`config.mk`:
```
export PLATFORM = sky130hd
export DESIGN_NAME = clk_divider_bank
export DESIGN_NICKNAME = d
export VERILOG_FILES = /design/src/rtl/clk_divider_bank.sv
export SDC_FILE = /design/constraint.sdc
export NUM_CORES = 1
export LEC_CHECK = 0
export ABC_AREA = 1
export CAP_MARGIN = 20
export CELL_PAD_IN_SITES_DETAIL_PLACEMENT = 1
export CELL_PAD_IN_SITES_GLOBAL_PLACEMENT = 1
export CORE_ASPECT_RATIO = 0.75
export CORE_MARGIN = 3
export CORE_UTILIZATION = 47
export CTS_CLUSTER_SIZE = 10
export DETAILED_ROUTE_END_ITERATION = 8
export PLACE_DENSITY_LB_ADDON = 0.1
export SYNTH_ARGS = -nofsm -noshare
export SYNTH_HDL_FRONTEND = slang
export SYNTH_SLANG_ARGS = --single-unit
```
`constraint.sdc`:
```
create_clock -name clk -period 2.9 [get_ports clk]
set_clock_uncertainty 0.05 [all_clocks]
set_input_delay 0.58 -clock clk [delete_from_list [all_inputs] [get_ports clk]]
set_output_delay 0.58 -clock clk [all_outputs]
set_load 0.05 [all_outputs]
```
`src/rtl/clk_divider_bank.sv`:
```
// rtl/clk_divider_bank.sv - bank of N_CH programmable square-wave dividers with per-edge ticks
// Optional phase-align restart input sync_req is built only when CLKDIV_SYNC_EN is defined.
module clk_divider_bank #(
    parameter int N_CH  = 3,
    parameter int CNT_W = 8,
    parameter logic [N_CH*CNT_W-1:0] DEF_HP = {8'd50, 8'd5, 8'd0}
) (
    input  logic                      clk,
    input  logic                      rst,
    input  logic [N_CH-1:0]           en,
    input  logic                      div_wr,
    input  logic [$clog2(N_CH):0]     div_sel,
    input  logic [CNT_W-1:0]          div_val,
`ifdef CLKDIV_SYNC_EN
    input  logic                      sync_req,
`endif
    output logic [N_CH-1:0]           clk_out,
    output logic [N_CH-1:0]           tick
);

    localparam int SEL_W = $clog2(N_CH) + 1;

    logic [CNT_W-1:0] cnt_q  [N_CH];
    logic [CNT_W-1:0] cnt_d  [N_CH];
    logic [CNT_W-1:0] hp_a_q [N_CH];
    logic [CNT_W-1:0] hp_a_d [N_CH];
    logic [CNT_W-1:0] hp_s_q [N_CH];
    logic [CNT_W-1:0] hp_s_d [N_CH];
    logic [N_CH-1:0]  clk_out_q, clk_out_d;
    logic [N_CH-1:0]  tick_q, tick_d;
    logic [N_CH-1:0]  wr_hit;

    // Selects at or beyond N_CH match no channel, so such writes fall away.
    always_comb begin
        wr_hit = '0;
        for (int i = 0; i < N_CH; i++) begin
            wr_hit[i] = div_wr && (div_sel == SEL_W'(i));
        end
    end

    always_comb begin
        clk_out_d = clk_out_q;
        tick_d    = '0;
        for (int i = 0; i < N_CH; i++) begin
            hp_s_d[i] = wr_hit[i] ? div_val : hp_s_q[i];
            cnt_d[i]  = cnt_q[i];
            hp_a_d[i] = hp_a_q[i];
            if (!en[i]) begin
                cnt_d[i]     = '0;
                clk_out_d[i] = 1'b0;
                hp_a_d[i]    = hp_s_d[i];
            end
`ifdef CLKDIV_SYNC_EN
            else if (sync_req) begin
                cnt_d[i]     = '0;
                clk_out_d[i] = 1'b0;
                hp_a_d[i]    = hp_s_d[i];
            end
`endif
            // >= rather than == so a counter beyond the active half-period still terminates.
            else if (cnt_q[i] >= hp_a_q[i]) begin
                cnt_d[i]     = '0;
                clk_out_d[i] = ~clk_out_q[i];
                tick_d[i]    = 1'b1;
                hp_a_d[i]    = hp_s_d[i];
            end else begin
                cnt_d[i] = cnt_q[i] + 1'b1;
            end
        end
    end

    always_ff @(posedge clk) begin
        if (rst) begin
            clk_out_q <= '0;
            tick_q    <= '0;
            for (int i = 0; i < N_CH; i++) begin
                cnt_q[i]  <= '0;
                hp_a_q[i] <= DEF_HP[i*CNT_W +: CNT_W];
                hp_s_q[i] <= DEF_HP[i*CNT_W +: CNT_W];
            end
        end else begin
            clk_out_q <= clk_out_d;
            tick_q    <= tick_d;
            for (int i = 0; i < N_CH; i++) begin
                cnt_q[i]  <= cnt_d[i];
                hp_a_q[i] <= hp_a_d[i];
                hp_s_q[i] <= hp_s_d[i];
            end
        end
    end

    assign clk_out = clk_out_q;
    assign tick    = tick_q;

endmodule

```
==> impl_results.md <==
* Status: complete, no violations
* Layout area overhead at 11.3%
* Layout cell share with drive strength beyond 1 at 0.0996
* Post-CTS setup buffer count at 0
* Slew @ Worst Pin at 0.530 ns
* # diodes at 0
* Synth Area per Inst at 7.58 µm²
* Post-DRT Antenna Nets at 0
* I/O Buffers at 22
* Sequential share of the synthesized area at 0.398
* Max_cap viols at 0
* Final setup fails at 0
* Worst setup EP type: output port
* F_max at 459 MHz
* Yosys reg bits at 78
* Congestion Overflow GR at 0
* Post-synth cell types at 32
* CP max-delay cell: clkdlybuf4s50_1
* Worst r2r path cells at 8
* Number of global-route vias before repair at 3,236
* Final HPWL DP at 6950 µm
* Die width at 111 µm
* Pleak at 2.38 nW
* Row count at 28
* Clk sinks at 78
* Hold Path Depth at 2
* I/O pin cnt at 23
* Total track usage at 0.204
* DRC viols at 0
* Root Buffer Master: clkbuf_8
* RSZ-0062 raised after global routing: no
* Die area at 9480 µm²
* Initial DRC count at 95
* Final Slew Violations at 0
* H-tree lvl count at 3
* Worst Hold Class: flip-flop to flip-flop
* CTS Buf Count at 9
* Drt wl/cell at 13.7 µm
* TritonCTS clock tree: done
* WP data required at 2.27 ns
* Worst-path fanout max at 2
* Fill count at 1,033
* Placed instance area at 4190 µm²
* CP arrival at 1.55 ns
* Cts hold-fix bufs at 0
* Initial Util at 0.491
* Core ar. at 7990 µm²
* Crit Path Class: flip-flop to output port
* Yosys warnings at 0
* Fin nets at 584
* PD cells at 635 nW/µm²
* Crit path max-delay family: buffers and inverters
* Minimum clock period at 2.18 ns
* Final Hold Vio Count at 0
* Post-DR vias/cell at 4.94
* Post-route cell area at 4360 µm²
* Clock transition at path regs at 0.08 ns
* Clock Latency Late Sink at 0.35 ns
* Maximum vdd drop at 0.525 mV
* Routed WL at 8870 µm
* Pin count of the biggest net entering global routing at 25
* Post-Synthesis Cells at 517
* Slew HR at 0.646
* Startpoint types: flip-flop
* Antenna violations before repair at 0
* Mapped cell area at 3920 µm²
* Clock buffer depth at 2
* First-pass GRT wire length at 15,300 µm
* Chip Height at 85.1 µm
* Critical Path Stages at 1
* Final Wtd Congestion at 0.801
* CP cell instances: clkdlybuf4s50_1
* Post-route setup TNS at 0 ns
* WP buf/inv at 1
* Worst path max stage delay at 0.82 ns
* Synth Net Count at 561
* Period utilisation layout at 0.751
* Cts repair resizes at 0
* DRT Pass-1 Iters at 4
* Via count at 3,195
[per-stage QoR]
| stage | power (W) | hold WS [ns] | setup WS (ns) | instances | utilization |
|---|---|---|---|---|---|
| CTS | 0.00280 | 0.406 | 0.706 | 647 | 0.546 |
| detailed placement | 0.00202 | 0.394 | 0.558 | 634 | 0.524 |
| floorplan | 0.00181 | 0.369 | 1.37 | 517 | - |
| global placement | 0.00196 | 0.388 | 0.570 | 634 | 0.524 |
| finish | 0.00277 | 0.403 | 0.721 | 647 | 0.546 |
| global route | 0.00297 | 0.425 | 0.674 | 647 | 0.546 |
[final timing paths]
check	from	endpoint	slack [ns]
worst min-delay path	hp_a_q[0][17]$_SDFFE_PP1P_	hp_a_q[0][17]$_SDFFE_PP1P_	0.40
worst max register to register	hp_a_q[0][7]$_SDFFE_PP0P_	hp_a_q[0][0]$_SDFFE_PP0P_	0.88
worst max-delay path	clk_out[1]$_SDFFE_PP0P_	clk_out[1]	0.72
worst min register to register	hp_a_q[0][17]$_SDFFE_PP1P_	hp_a_q[0][17]$_SDFFE_PP1P_	0.40
[per-layer routing]
metal | vias up | wire, µm | GRT usage
met5 | - | 0 | 0
met4 | 0 | 125 | 0.0575
met3 | 14 | 327 | 0.0485
met2 | 46 | 4080 | 0.328
met1 | 1509 | 4340 | 0.275
li1 | 1626 | - | -
[power breakdown]
group          switching (W)  total, W  internal (W)  leakage (nW)
Clock               0.000373  0.000780      0.000406        0.0911
Combinational       0.000530  0.000781      0.000251          1.65
Sequential         0.0000408   0.00121       0.00117         0.635
[flip-flops by register name (all words and copies together) (netlist names)]
name / flops
clk_out: 3
cnt_q: 24
hp_s_q: 24
hp_a_q: 24
tick: 3
[layout by cell type, fill, tap and decap left out, types with 7 or more instances in the layout]
master / Yosys / routed
nand2_1: 146 / 146
nand4_1: 22 / 22
ha_1: 27 / 27
clkdlybuf4s50_1: 0 / 22
dfxtp_1: 78 / 78
o21ai_2: 7 / 7
clkbuf_8: 0 / 10
nor3_2: 7 / 7
nand3_1: 17 / 17
a21oi_1: 13 / 13
inv_1: 117 / 117
nor2_1: 29 / 29
[synth_stat cells, drive strengths merged]
library cell  count  area [µm²]
nand4            23         159
dfxtp            78        1560
o211ai            7        82.6
and3              1        6.26
o21ai            11        81.3
a21oi            13        65.1
buf              10        86.3
nand2           148         561
xnor2             1        8.76
o21a              2        17.5
nor3              7        70.1
inv             119         447
a21o              1        7.51
or2               3        18.8
nand3b            1        7.51
ha               27         338
xor2              6        52.6
nor2             35         165
nand3            24         185
[cell type report]
cell class / count / area (µm²) / share of cell area
Clock inverter: 2 / 35.0 / 0.00803
Sequential cell: 78 / 1560 / 0.358
Clock buffer: 11 / 141 / 0.0324
Tap cell: 105 / 131 / 0.0301
Timing Repair Buffer: 22 / 220 / 0.0505
Inverter: 119 / 447 / 0.102
Multi-Input combinational cell: 310 / 1830 / 0.419
[kinds of logic after synthesis]
logic type               after synthesis  synth area share
AND/OR/NAND/NOR                      242             0.299
XOR/XNOR                               7            0.0156
adder cells (fa/ha/maj)               27            0.0862
flip-flops                            78             0.398
buffers and inverters                129             0.136
AO/OA/AOI/OAI                         34            0.0648
No activity file was read; power rests on OpenSTA's default activity.
